**src/rtl/cpu_pkg.sv**
```systemverilog
// Shared constants for the datapath and its control FSM: widths, bus read codes
// and write/inc/clr strobe bit positions.
package cpu_pkg;

  localparam int unsigned DATA_W   = 16;
  localparam int unsigned ADDR_W   = 16;
  localparam int unsigned OPCODE_W = 6;
  localparam int unsigned RD_W     = 4;
  localparam int unsigned CMD_W    = 16;

  // Bus source select codes
  localparam logic [RD_W-1:0] RD_NONE = 4'd0;
  localparam logic [RD_W-1:0] RD_PC   = 4'd1;
  localparam logic [RD_W-1:0] RD_AR   = 4'd2;
  localparam logic [RD_W-1:0] RD_DR   = 4'd3;
  localparam logic [RD_W-1:0] RD_IR   = 4'd4;
  localparam logic [RD_W-1:0] RD_AC   = 4'd5;
  localparam logic [RD_W-1:0] RD_R    = 4'd6;
  localparam logic [RD_W-1:0] RD_R1   = 4'd7;
  localparam logic [RD_W-1:0] RD_R2   = 4'd8;
  localparam logic [RD_W-1:0] RD_R3   = 4'd9;
  localparam logic [RD_W-1:0] RD_R4   = 4'd10;
  localparam logic [RD_W-1:0] RD_R5   = 4'd11;
  localparam logic [RD_W-1:0] RD_DM   = 4'd12;
  localparam logic [RD_W-1:0] RD_IM   = 4'd13;
  localparam logic [RD_W-1:0] RD_AC_R = 4'd14;

  // Strobe bit positions shared by write_en, inc_en and clr_en
  localparam int unsigned WB_PC     = 1;
  localparam int unsigned WB_AR     = 2;
  localparam int unsigned WB_IR     = 3;
  localparam int unsigned WB_AC     = 4;
  localparam int unsigned WB_R      = 5;
  localparam int unsigned WB_R4     = 6;
  localparam int unsigned WB_R3     = 7;
  localparam int unsigned WB_R2     = 8;
  localparam int unsigned WB_R1     = 9;
  localparam int unsigned WB_DM     = 11;
  localparam int unsigned WB_ALU_AC = 12;
  localparam int unsigned WB_AC_R   = 13;
  localparam int unsigned WB_R5     = 14;

endpackage

```
**src/rtl/datapath_bus_if.sv**
```systemverilog
// Control/memory interface of the datapath: FSM commands, ALU and memory
// connections, and the status returned to control.
interface datapath_bus_if #(
  parameter int unsigned DATA_W   = cpu_pkg::DATA_W,
  parameter int unsigned ADDR_W   = cpu_pkg::ADDR_W,
  parameter int unsigned OPCODE_W = cpu_pkg::OPCODE_W
);
  logic [cpu_pkg::RD_W-1:0]  read_en;
  logic [cpu_pkg::CMD_W-1:0] write_en;
  logic [cpu_pkg::CMD_W-1:0] inc_en;
  logic [cpu_pkg::CMD_W-1:0] clr_en;
  logic                      halt;
  logic [DATA_W-1:0]         alu_result;
  logic [DATA_W-1:0]         ac_out;
  logic [DATA_W-1:0]         r_out;
  logic [OPCODE_W-1:0]       instruction;
  logic                      z;
  logic [ADDR_W-1:0]         im_addr;
  logic [DATA_W-1:0]         im_rdata;
  logic [ADDR_W-1:0]         dm_addr;
  logic [DATA_W-1:0]         dm_rdata;
  logic [DATA_W-1:0]         dm_wdata;
  logic                      dm_we;

  modport master (
    output read_en, write_en, inc_en, clr_en, halt, alu_result, im_rdata, dm_rdata,
    input  ac_out, r_out, instruction, z, im_addr, dm_addr, dm_wdata, dm_we
  );

  modport slave (
    input  read_en, write_en, inc_en, clr_en, halt, alu_result, im_rdata, dm_rdata,
    output ac_out, r_out, instruction, z, im_addr, dm_addr, dm_wdata, dm_we
  );
endinterface

```
**src/rtl/dp_reg.sv**
```systemverilog
// Register with clear/load/increment, priority clr > load > inc; en gates all updates.
module dp_reg #(
  parameter int unsigned W = 16
) (
  input  logic         clk,
  input  logic         rst,
  input  logic         en,
  input  logic         clr,
  input  logic         load,
  input  logic         inc,
  input  logic [W-1:0] d,
  output logic [W-1:0] q
);

  always_ff @(posedge clk) begin
    if (rst) begin
      q <= '0;
    end else if (en) begin
      if (clr)       q <= '0;
      else if (load) q <= d;
      else if (inc)  q <= q + W'(1);
    end
  end

endmodule

```
**src/rtl/datapath_bus.sv**
```systemverilog
// Datapath: architectural registers plus a registered shared bus driven by the control FSM.
// Optional register R5 is built when DATAPATH_R5_EN is defined.
module datapath_bus #(
  parameter int unsigned DATA_W   = cpu_pkg::DATA_W,
  parameter int unsigned ADDR_W   = cpu_pkg::ADDR_W,
  parameter int unsigned OPCODE_W = cpu_pkg::OPCODE_W
) (
  input  logic           clk,
  input  logic           rst,
  datapath_bus_if.slave  bus
);
  import cpu_pkg::*;

  logic [DATA_W-1:0] bus_q, bus_d;
  logic [ADDR_W-1:0] pc_q, ar_q;
  logic [DATA_W-1:0] ac_q, r_q, dr_q, ir_q;
  logic [DATA_W-1:0] r1_q, r2_q, r3_q, r4_q;
  logic [DATA_W-1:0] ac_d, r_d;
  logic              upd;
`ifdef DATAPATH_R5_EN
  logic [DATA_W-1:0] r5_q;
`endif

  assign upd = ~bus.halt;

  dp_reg #(.W(ADDR_W)) u_pc (
    .clk(clk), .rst(rst), .en(upd),
    .clr(bus.clr_en[WB_PC]), .load(bus.write_en[WB_PC]), .inc(bus.inc_en[WB_PC]),
    .d(bus_q[ADDR_W-1:0]), .q(pc_q)
  );

  dp_reg #(.W(ADDR_W)) u_ar (
    .clk(clk), .rst(rst), .en(upd),
    .clr(bus.clr_en[WB_AR]), .load(bus.write_en[WB_AR]), .inc(bus.inc_en[WB_AR]),
    .d(bus_q[ADDR_W-1:0]), .q(ar_q)
  );

  // Direct ALU and AC->R paths take precedence over the bus load
  assign ac_d = bus.write_en[WB_ALU_AC] ? bus.alu_result : bus_q;
  assign r_d  = bus.write_en[WB_AC_R]   ? ac_q           : bus_q;

  dp_reg #(.W(DATA_W)) u_ac (
    .clk(clk), .rst(rst), .en(upd),
    .clr(bus.clr_en[WB_AC]), .load(bus.write_en[WB_AC] | bus.write_en[WB_ALU_AC]),
    .inc(bus.inc_en[WB_AC]), .d(ac_d), .q(ac_q)
  );

  dp_reg #(.W(DATA_W)) u_r (
    .clk(clk), .rst(rst), .en(upd),
    .clr(bus.clr_en[WB_R]), .load(bus.write_en[WB_R] | bus.write_en[WB_AC_R]),
    .inc(bus.inc_en[WB_R]), .d(r_d), .q(r_q)
  );

  // Bus source select
  always_comb begin
    bus_d = '0;
    case (bus.read_en)
      RD_PC:   bus_d = DATA_W'(pc_q);
      RD_AR:   bus_d = DATA_W'(ar_q);
      RD_DR:   bus_d = dr_q;
      RD_IR:   bus_d = ir_q;
      RD_AC:   bus_d = ac_q;
      RD_R:    bus_d = r_q;
      RD_R1:   bus_d = r1_q;
      RD_R2:   bus_d = r2_q;
      RD_R3:   bus_d = r3_q;
      RD_R4:   bus_d = r4_q;
`ifdef DATAPATH_R5_EN
      RD_R5:   bus_d = r5_q;
`endif
      RD_DM:   bus_d = bus.dm_rdata;
      RD_IM:   bus_d = bus.im_rdata;
      RD_AC_R: bus_d = ac_q;
      default: bus_d = '0;
    endcase
  end

  // bus_q captures every cycle, even while halted
  always_ff @(posedge clk) begin
    if (rst) bus_q <= '0;
    else     bus_q <= bus_d;
  end

  always_ff @(posedge clk) begin
    if (rst) begin
      dr_q <= '0;
      ir_q <= '0;
      r1_q <= '0;
      r2_q <= '0;
      r3_q <= '0;
      r4_q <= '0;
    end else if (upd) begin
      if (bus.read_en == RD_DM)  dr_q <= bus.dm_rdata;
      if (bus.write_en[WB_IR])   ir_q <= bus_q;
      if (bus.write_en[WB_R1])   r1_q <= bus_q;
      if (bus.write_en[WB_R2])   r2_q <= bus_q;
      if (bus.write_en[WB_R3])   r3_q <= bus_q;
      if (bus.write_en[WB_R4])   r4_q <= bus_q;
    end
  end

`ifdef DATAPATH_R5_EN
  always_ff @(posedge clk) begin
    if (rst)                              r5_q <= '0;
    else if (upd && bus.write_en[WB_R5])  r5_q <= bus_q;
  end
`endif

  assign bus.ac_out      = ac_q;
  assign bus.r_out       = r_q;
  assign bus.instruction = ir_q[OPCODE_W-1:0];
  assign bus.z           = (ac_q == '0);
  assign bus.im_addr     = pc_q;
  assign bus.dm_addr     = ar_q;
  assign bus.dm_wdata    = bus_q;
  assign bus.dm_we       = bus.write_en[WB_DM] & ~bus.halt & ~rst;

  // Strobe bits with no destination in this configuration
  logic unused_strobes;
`ifdef DATAPATH_R5_EN
  assign unused_strobes = ^{bus.write_en[0], bus.write_en[10], bus.write_en[15],
                            bus.inc_en[0], bus.inc_en[3], bus.inc_en[15:6],
                            bus.clr_en[0], bus.clr_en[3], bus.clr_en[15:6]};
`else
  assign unused_strobes = ^{bus.write_en[0], bus.write_en[10], bus.write_en[15:14],
                            bus.inc_en[0], bus.inc_en[3], bus.inc_en[15:6],
                            bus.clr_en[0], bus.clr_en[3], bus.clr_en[15:6]};
`endif

endmodule

```
**src/flat_wrapper.sv**
```systemverilog
// flat-port wrapper written by rule: the top's interface ports become plain ports
module datapath_bus_flat import cpu_pkg::*;
#(
  parameter int unsigned DATA_W   = cpu_pkg::DATA_W,
  parameter int unsigned ADDR_W   = cpu_pkg::ADDR_W,
  parameter int unsigned OPCODE_W = cpu_pkg::OPCODE_W
)
  (clk, rst, bus_read_en, bus_write_en, bus_inc_en, bus_clr_en, bus_halt, bus_alu_result, bus_im_rdata, bus_dm_rdata, bus_ac_out, bus_r_out, bus_instruction, bus_z, bus_im_addr, bus_dm_addr, bus_dm_wdata, bus_dm_we);
  datapath_bus_if #(.DATA_W(DATA_W), .ADDR_W(ADDR_W), .OPCODE_W(OPCODE_W)) bus_i ();
  input  logic clk;
  input  logic rst;
  input wire logic [$bits(bus_i.read_en)-1:0] bus_read_en;
  input wire logic [$bits(bus_i.write_en)-1:0] bus_write_en;
  input wire logic [$bits(bus_i.inc_en)-1:0] bus_inc_en;
  input wire logic [$bits(bus_i.clr_en)-1:0] bus_clr_en;
  input wire logic [$bits(bus_i.halt)-1:0] bus_halt;
  input wire logic [$bits(bus_i.alu_result)-1:0] bus_alu_result;
  input wire logic [$bits(bus_i.im_rdata)-1:0] bus_im_rdata;
  input wire logic [$bits(bus_i.dm_rdata)-1:0] bus_dm_rdata;
  output wire logic [$bits(bus_i.ac_out)-1:0] bus_ac_out;
  output wire logic [$bits(bus_i.r_out)-1:0] bus_r_out;
  output wire logic [$bits(bus_i.instruction)-1:0] bus_instruction;
  output wire logic [$bits(bus_i.z)-1:0] bus_z;
  output wire logic [$bits(bus_i.im_addr)-1:0] bus_im_addr;
  output wire logic [$bits(bus_i.dm_addr)-1:0] bus_dm_addr;
  output wire logic [$bits(bus_i.dm_wdata)-1:0] bus_dm_wdata;
  output wire logic [$bits(bus_i.dm_we)-1:0] bus_dm_we;
  assign bus_i.read_en = bus_read_en;
  assign bus_i.write_en = bus_write_en;
  assign bus_i.inc_en = bus_inc_en;
  assign bus_i.clr_en = bus_clr_en;
  assign bus_i.halt = bus_halt;
  assign bus_i.alu_result = bus_alu_result;
  assign bus_i.im_rdata = bus_im_rdata;
  assign bus_i.dm_rdata = bus_dm_rdata;
  assign bus_ac_out = bus_i.ac_out;
  assign bus_r_out = bus_i.r_out;
  assign bus_instruction = bus_i.instruction;
  assign bus_z = bus_i.z;
  assign bus_im_addr = bus_i.im_addr;
  assign bus_dm_addr = bus_i.dm_addr;
  assign bus_dm_wdata = bus_i.dm_wdata;
  assign bus_dm_we = bus_i.dm_we;
  datapath_bus #(.DATA_W(DATA_W), .ADDR_W(ADDR_W), .OPCODE_W(OPCODE_W)) u_core (.clk(clk), .rst(rst), .bus(bus_i));
endmodule
```
**config.mk**
```make
export PLATFORM = sky130hd
export DESIGN_NAME = datapath_bus_flat
export DESIGN_NICKNAME = d
export VERILOG_FILES = /design/src/rtl/cpu_pkg.sv /design/src/rtl/datapath_bus_if.sv /design/src/rtl/dp_reg.sv /design/src/rtl/datapath_bus.sv /design/src/flat_wrapper.sv
export SDC_FILE = /design/constraint.sdc
export NUM_CORES = 1
export LEC_CHECK = 0
export ABC_AREA = 0
export CAP_MARGIN = 20
export CORE_ASPECT_RATIO = 1.4
export CORE_MARGIN = 2
export CORE_UTILIZATION = 50
export CTS_BUF_LIST = sky130_fd_sc_hd__clkbuf_4
export CTS_CLUSTER_SIZE = 24
export DETAILED_ROUTE_END_ITERATION = 8
export PLACE_DENSITY_LB_ADDON = 0.08
export SLEW_MARGIN = 15
export SYNTH_ARGS = -nofsm -noshare
export SYNTH_HDL_FRONTEND = slang
export SYNTH_HIERARCHICAL = 1
export SYNTH_SLANG_ARGS = --single-unit
```
**constraint.sdc**
```tcl
create_clock -name clk -period 1.99 [get_ports clk]
set_input_delay 0.199 -clock clk [delete_from_list [all_inputs] [get_ports clk]]
set_output_delay 0.199 -clock clk [all_outputs]
set_load 0.005 [all_outputs]
```
[After elaboration in Yosys (flattened, before gate mapping)]
Cells that the tools add are included.
Word-level totals
  register bits: 176
  bits of input ports: 103
  output and inout port bits: 88
  word-level logic and storage cells: 65
Operators by class
  $add $sub $neg: 4
  equal/unequal tests: 13
  mux-type cells: 15
  bitwise operators: 6
  reduce and logical (&&, ||, !) cells: 16
Operator list (count)
  two-way mux 16 bit: 14
  one-hot mux 16 bit (12 select lines): 1
  adder 16 x 1 -> 16 bit, second input constant: 4
  == test 4 bit, second input constant: 6
  AND reduction 2 bit: 10
  == test 4 x 3 -> 1 bit, second input constant: 4
  zero test 16 bit: 1
  nonzero test 3 bit: 4
  == test 4 x 2 -> 1 bit, second input constant: 2
  == test 4 x 1 -> 1 bit, second input constant: 1
  AND 1 bit: 2
  NOT 1 bit: 2
  bitwise OR 1 bit: 2
  OR reduction 2 bit: 1

[Logic depth before layout (Yosys ltp)]
Gate-level depths: netlist of the first run.
  depth in word-level cells: 4
  gate-level depth with buffers: 9
  depth with buffers taken out: 5

[Hierarchy]
Netlist of the first run, hierarchy kept.
Modules (own cells, without submodules)
  datapath_bus: times used 1, cells each 692, area each 5873.1 um^2
  dp_reg: times used 4, cells each 154, area each 1169.9 um^2

[Worst setup path after synthesis of the first run]
No wires, ideal clock.
  path type: input to register
  start: in bus_write_en[13]
  end: reg u_core.u_r.q[1]
  library setup time: 0.128 ns
  arrival: 1.775 ns
  required time: 1.862 ns
  setup slack: 0.088 ns
  stages: 9
  path through: clkbuf_1 > buf_1 > or2_2 > buf_2 > buf_2 > mux2i_1 > nor3_1 > a21oi_1 > nor2_1
Between the ends
  cells in the longest elaborated chain, start to end: 3
  elaborated cells between the ends (all ways): 6
  those cells by class: 3 x mux; 1 x bitwise; 2 x reduce/logical
Ends and longest elaborated chain
  start, declared: line flat_wrapper.sv:13  | input wire logic [$bits(bus_i.write_en)-1:0] bus_write_en;
  bitwise OR 1 bit / two-way mux 16 bit (equally long branches): line datapath_bus.sv:50, datapath_bus.sv:40
  nonzero test 3 bit (no line) / two-way mux 16 bit (equally long branches)
  AND reduction 2 bit (no line) / two-way mux 16 bit (equally long branches)
  end signal, assigned: line dp_reg.sv:21  | else if (inc) q <= q + W'(1);
  end, declared: line dp_reg.sv:12  | output logic [W-1:0] q
Parallel ways exist; a longest one is shown, timed or not.
A chain may end at the register's enable or synchronous reset.

[Worst setup path in the final report of the first run]
  start: reg u_core.bus_q[7] (netlist: u_core/bus.dm_wdata[7])
  end: out bus_dm_wdata[7]
RTL lines
  start, declared: line datapath_bus.sv:14  | logic [DATA_W-1:0] bus_q, bus_d;
  start signal, assigned: line datapath_bus.sv:81  | else bus_q <= bus_d;
  end, declared: line flat_wrapper.sv:26  | output wire logic [$bits(bus_i.dm_wdata)-1:0] bus_dm_wdata;
No word-level cell between the ends.

==> results of run 1 <==
cell type report:
class,count,area share [%]
multi-input cells,1019,47.1
flip-flops and latches,176,25.8
repair buffers,343,22.6
well taps,256,2.32
clock buffers,18,0.978
clock inverters,14,0.860
inverters,9,0.244
diodes,1,0.0181
per-layer routing:
layer	vias to the layer above	global-route usage (%)
li1	5399	-
met1	5698	45.8
met2	676	66.3
met3	134	5.36
met4	0	17.8
met5	-	0
Yosys cell counts, types with 14 or more instances:
library cell	n
nor2b_1	37
clkbuf_1	55
a31oi_1	14
nand2_1	232
nor2_1	71
buf_2	29
mux2_2	35
a22oi_1	46
nand4_1	16
a22o_1	19
o21ai_0	53
o22ai_1	14
dfxtp_1	176
a21oi_1	134
buf_4	14
nor4_1	32
mux2i_1	51
what timing repair did:
item | 4_1_cts | 5_1_grt
hold endpoints to repair | 2 | 0
setup buffers | 0 | 0
setup endpoints to repair | 25 | 8
resized for setup | 32 | 14
pin swaps | 1 | 1
hold buffers | 2 | 0
report_power, final:
| group | internal, mW | total [mW] | leakage (nW) | switching (mW) |
|---|---|---|---|---|
| sequential | 3.57 | 3.65 | 1.44 | 0.0793 |
| clock | 0.624 | 1.98 | 0.123 | 1.36 |
| combinational | 0.606 | 1.30 | 3.22 | 0.690 |
cell usage in the layout (no fill, tap or decap), types with 24 or more instances in the layout:
cell             netlist  layout
clkdlybuf4s50_1        0     159
nor2b_1               37      37
dfxtp_2                0      24
nand2_1              232     232
mux2i_1               51      51
nor2_1                71      71
a21oi_1              134     134
dfxtp_1              176     147
o21ai_0               53      53
mux2_2                35      35
buf_4                 14     166
a22oi_1               46      46
nor4_1                32      29
metrics by stage:
stage	setup WS [ns]	util [%]	area (sq um)	total power, mW
final	0.0462	67.0	13800	6.93
after global placement	-0.0959	65.3	13500	4.98
after global routing	0.000925	67.0	13800	7.14
after CTS	-0.119	66.8	13800	6.92
after floorplan	0.0878	-	10600	4.31
after detailed placement	-0.115	65.3	13500	4.98
kinds of logic (layout without fill, tap and decap cells):
kind of cell / count (synthesis) / in the layout
xor gates and xnor gates: 8 / 8
muxes: 88 / 88
adders and majority gates: 4 / 4
other: 0 / 1
and+or+nand+nor: 514 / 514
DFF: 176 / 176
buffers and inverters: 113 / 384
AOI/OAI and AO/OA: 405 / 405
how the worst max path moves through the flow:
stage / start / slack (ns) / endpoint / cells past startpoint
floorplan: bus_write_en[13] / 0.09 / u_core/u_r/q[1] / 9
global placement: bus_read_en[3] / -0.1 / u_core/bus.dm_wdata[11] / 6
detailed placement: bus_read_en[3] / -0.11 / u_core/bus.dm_wdata[11] / 6
CTS: u_core/u_ac/q[1] / -0.12 / bus_z / 4
global route: u_core/u_pc/q[9] / 0.0009 / bus_im_addr[9] / 1
finish: u_core/bus.dm_wdata[7] / 0.05 / bus_dm_wdata[7] / 1
flip-flops by register name, indices dropped and copies added (netlist names):
name / count
u_core/bus.dm_wdata: 16
u_core/dr_q: 16
u_core/ir_q: 16
u_core/r1_q: 16
u_core/r2_q: 16
u_core/r3_q: 16
u_core/r4_q: 16
u_core/u_ac/q: 16
u_core/u_ar/q: 16
u_core/u_pc/q: 16
u_core/u_r/q: 16
==> metrics.md, run 1 <==
| Metric | Value |
|---|---|
| Lkg Pwr | 4.78 nW |
| CP max FO | 6 |
| P&R area growth vs syn | 31.0% |
| Family with the most delay on the worst path | flip-flops |
| Via density | 6.49 |
| Layout cell share with drive strength beyond 1 | 20.6% |
| Routability cong. | 0.985 |
| Hold Path Stages | 3 |
| Final setup fails | 0 |
| Horiz. Die Dim | 127 um |
| Top FF cell, synth | dfxtp_1 |
| Initial antenna violation count | 1 |
| Worst Setup Path Type | flip-flop to output port |
| Post-Synth Adder-Cell Area | 0.474% |
| Register area | 3570 sq um |
| Vias in the first global route | 11.1k |
| HP Class | primary input to flip-flop |
| Yosys warns | 6 |
| Rel. slew slack | 65.3% |
| Worst-Margin Slew | 0.519 ns |
| CP max stage cell | dfxtp_2 |
| Worst r2r path cells | 5 |
| Fin crit period | 1.94 ns |
| FF-to-FF End | u_core/u_ac/q[12] |
| Crit path buf inv count | 1 |
| FF-to-FF setup slack | 0.12 ns |
| Core Box Area | 20600 sq um |
| Routed WL | 42700 um |
| Crit path DAT | 1.74 ns |
| Worst Path Required | 1.79 ns |
| Met1 wire length | 16300 um |
| Post-Syn Nets | 1415 |
| I/O pin total | 191 |
| 1st-iter DRT viols | 1246 |
| Gate count after technology mapping | 1308 |
| Final max-slew violation count | 0 |
| CTS tree | yes |
| Worst setup SP type | flip-flop |
| Placed insts | 1802 |
| Clock Skews | 0.0199 ns |
| Synthesized area per cell | 8.07 sq um |
| GRT Total Usage | 37.9% |
| DR WL met2 | 21000 um |
| Max_cap viols | 0 |
| Area taken by multi-input logic gates | 6510 sq um |
| Maximum VDD drop | 0.000302 V |
| First-pass GRT wire length | 65000 um |
| DP HPWL | 31800 um |
| Synth area leader | dfxtp_1 |
| Clock Latency Late Sink | 0.62 ns |
| Clk pin slew, worst setup/hold paths | 0.15 ns |
| Chip height | 176 um |
| Routed wl met3 | 3200 um |
| EDFF count, synth | 0 |
| Period utilisation layout | 97.7% |
| FP Rows | 62 |
| CTS buffer count | 17 |
| Maximum clock frequency | 0.514 GHz |
| Final hold violations | 0 |
| Vias post-DR | 11.9k |
| Final Non-Filler Cells | 1836 |
| DRC violations left | 0 |
| Synth Area in XOR/XNOR | 0.664% |
| Gr ovfl total | 0 |
| Slowest stage delay, CP | 0.57 ns |
| Largest net degree at the start of global routing | 41 |
| Hold_ws | 0.227 ns |
| Initial Util | 51.1% |
| Clk sinks | 176 |
| Worst hold endpoint | u_core/dr_q[9] |
| DR pass1 iterations | 6 |
| Synth unique cells | 71 |
| Top routing layer used | met4 |
| Syn Std Cell Area | 10600 sq um |
| Synth top area cells | dfxtp_1, nand2_1, a21oi_1 |
| Synth Area in Compound Gates | 26.0% |
| Dominant combinational cell family by area after synthesis | compound AO/OA/AOI/OAI gates |
| Post-route ant nets | 0 |
| Hold Startpoint | bus_dm_rdata[9] |
| CTS HTree Levels | 4 |
| PwrDens | 501 nW/um^2 |
| Total negative slack | 0 ns |
| Top cell type's share of synthesized area | 33.4% |
| WL/cell | 23.2 um |
| CTS Root Cell | clkbuf_4 |
| Worst-path cell chain | clkdlybuf4s50_1 |
| Seq cells post-synth | 176 |
| Filler cells | 1834 |
| Sequential area share after synthesis | 33.4% |
| Status | complete, no violations |
| RSZ-0062 raised after global routing | false |
| Die area | 22300 sq um |
| Port Buffers | 162 |
| Synth async-reset ratio | 0% |
| Worst R2R Start | u_core/u_ac/q[1] |
| Post-synthesis mux area share | 8.89% |
| NumNets Final | 1673 |
| Clk buf depth | 2 |
| Post-Synth Simple-Gate Area | 25.3% |
| CP endpoint kind | output port |
Note: power is estimated with default switching activity, not from simulation.
==> inputs of run 2 (changes only) <==
--- a/config.mk
+++ b/config.mk
@@ -11,6 +11,7 @@
 export CORE_MARGIN = 2
 export CORE_UTILIZATION = 50
 export CTS_BUF_LIST = sky130_fd_sc_hd__clkbuf_4
+export CTS_CLUSTER_DIAMETER = 40
 export CTS_CLUSTER_SIZE = 24
 export DETAILED_ROUTE_END_ITERATION = 8
 export PLACE_DENSITY_LB_ADDON = 0.08
==> results of run 2 <==
No change in the layout: final DEF, timing and power equal those of run 1.
==> inputs of run 3 (changes only) <==
--- a/config.mk
+++ b/config.mk
@@ -10,7 +10,7 @@
 export CORE_ASPECT_RATIO = 1.4
 export CORE_MARGIN = 2
 export CORE_UTILIZATION = 50
-export CTS_BUF_LIST = sky130_fd_sc_hd__clkbuf_4
+export CTS_BUF_LIST = sky130_fd_sc_hd__clkbuf_8
 export CTS_CLUSTER_DIAMETER = 40
 export CTS_CLUSTER_SIZE = 24
 export DETAILED_ROUTE_END_ITERATION = 8
==> metrics.md, run 3 (synthesis results as in run 1) <==
| Metric | Value |
|---|---|
| Clock Latency Late Sink | 0.48 ns |
| Family with the most delay on the worst path | buffers and inverters |
| Max_cap viols | 0 |
| CP max FO | 7 |
| Layout cell share with drive strength beyond 1 | 19.1% |
| Period utilisation layout | 97.2% |
| Routed WL | 42600 um |
| CTS buffer count | 17 |
| Clock Skews | 0.0121 ns |
| Crit path DAT | 1.74 ns |
| Vias in the first global route | 11.0k |
| Met1 wire length | 16200 um |
| Lkg Pwr | 4.82 nW |
| Total negative slack | 0 ns |
| CTS Root Cell | clkbuf_8 |
| GRT Total Usage | 37.8% |
| Worst Path Required | 1.79 ns |
| First-pass GRT wire length | 64900 um |
| CP max stage cell | dfxtp_1 |
| CTS tree | yes |
| Worst-path cell chain | buf_4 -> clkdlybuf4s50_1 |
| CP endpoint kind | output port |
| Slowest stage delay, CP | 0.52 ns |
| Most common cell after layout, fill and taps aside | nand2_1 |
| Total power draw | 7.45 mW |
| Top routing layer used | met5 |
| Fin crit period | 1.93 ns |
| Clk sinks | 176 |
| Port Buffers | 162 |
| Crit path buf inv count | 2 |
| Setup Buffers After CTS | 0 |
| I/O pin total | 191 |
| Via density | 6.50 |
| DR pass1 iterations | 6 |
| Die area | 22300 sq um |
| Gr ovfl total | 0 |
| Final max-slew violation count | 0 |
| Status | complete, no violations |
| Final hold violations | 0 |
| Most frequent cells in the layout | nand2_1, buf_4, dfxtp_1, clkdlybuf4s50_1, a21oi_1 |
| Area taken by multi-input logic gates | 6480 sq um |
| Register area | 3530 sq um |
| Vias post-DR | 11.9k |
| Final setup fails | 0 |
| Worst setup SP type | flip-flop |
| Initial Util | 51.1% |
| NumNets Final | 1672 |
| CTS Hold Buffers Added | 0 |
| Ant. Diodes | 0 |
| Clk buf depth | 2 |
| PwrDens | 537 nW/um^2 |
| CTS HTree Levels | 4 |
| Rel. slew slack | 63.7% |
| Clk pin slew, worst setup/hold paths | 0.09 ns |
| Routed wl met3 | 3310 um |
| Post-route ant nets | 0 |
| Pre-CTS setup slack | -0.115 ns |
| DP HPWL | 31800 um |
| DRC violations left | 0 |
| 1st-iter DRT viols | 1151 |
| HP Class | primary input to flip-flop |
| Filler cells | 1832 |
| Core Box Area | 20600 sq um |
| Maximum VDD drop | 0.000404 V |
| P&R area growth vs syn | 31.4% |
| Horiz. Die Dim | 127 um |
| Largest net degree at the start of global routing | 41 |
| WL/cell | 23.2 um |
| Worst Setup Slack, final | 0.0552 ns |
| DR WL met2 | 20900 um |
| RSZ-0062 raised after global routing | false |
| Worst Setup Path Type | flip-flop to output port |
| Hold_ws | 0.145 ns |
| FP Rows | 62 |
| Chip height | 176 um |
| Worst-Margin Slew | 0.542 ns |
| Initial antenna violation count | 1 |
| Maximum clock frequency | 0.517 GHz |
| Routability cong. | 0.985 |
## run 3: metal layers
layer / vias up / GRT usage [%]
met5: - / 0
met4: 2 / 18.1
met3: 129 / 5.64
met2: 705 / 65.8
met1: 5713 / 45.6
li1: 5374 / -
## run 3: power breakdown
part	total (mW)	leakage [nW]	internal, mW	switching [mW]
Combinational	1.29	3.21	0.601	0.690
Clock	2.51	0.185	1.09	1.42
Sequential	3.64	1.42	3.57	0.0768
## run 3: what timing repair did
action	CTS	global route
gates resized for setup	6	5
pin swaps	0	1
endpoints found under the setup margin	4	3
cloned	0	0
## run 3: cell type report
cell class | instances | area share, %
multi-input cells | 1019 | 46.7
flip-flops and latches | 176 | 25.5
repair buffers | 342 | 22.4
clock buffers | 20 | 1.99
inverters | 9 | 0.244
clock inverters | 12 | 0.803
well taps | 256 | 2.31
## run 3: path summary, 6_finish.rpt
kind	from	end	slack (ns)	cells past startpoint
max reg2reg	u_core/u_ar/q[0]	u_core/u_ar/q[12]	0.20	5
min reg2reg	u_core/r2_q[10]	u_core/r2_q[10]	0.46	2
min	rst	u_core/dr_q[7]	0.15	2
max	u_core/u_ac/q[9]	bus_ac_out[9]	0.06	2
## run 3: metrics by stage
step	std cells	area [sq um]	util (%)
floorplan	1308	10600	-
global placement	1802	13500	65.3
detailed placement	1802	13500	65.3
CTS	1834	13900	67.2
global route	1834	13900	67.2
finish	1834	13900	67.2
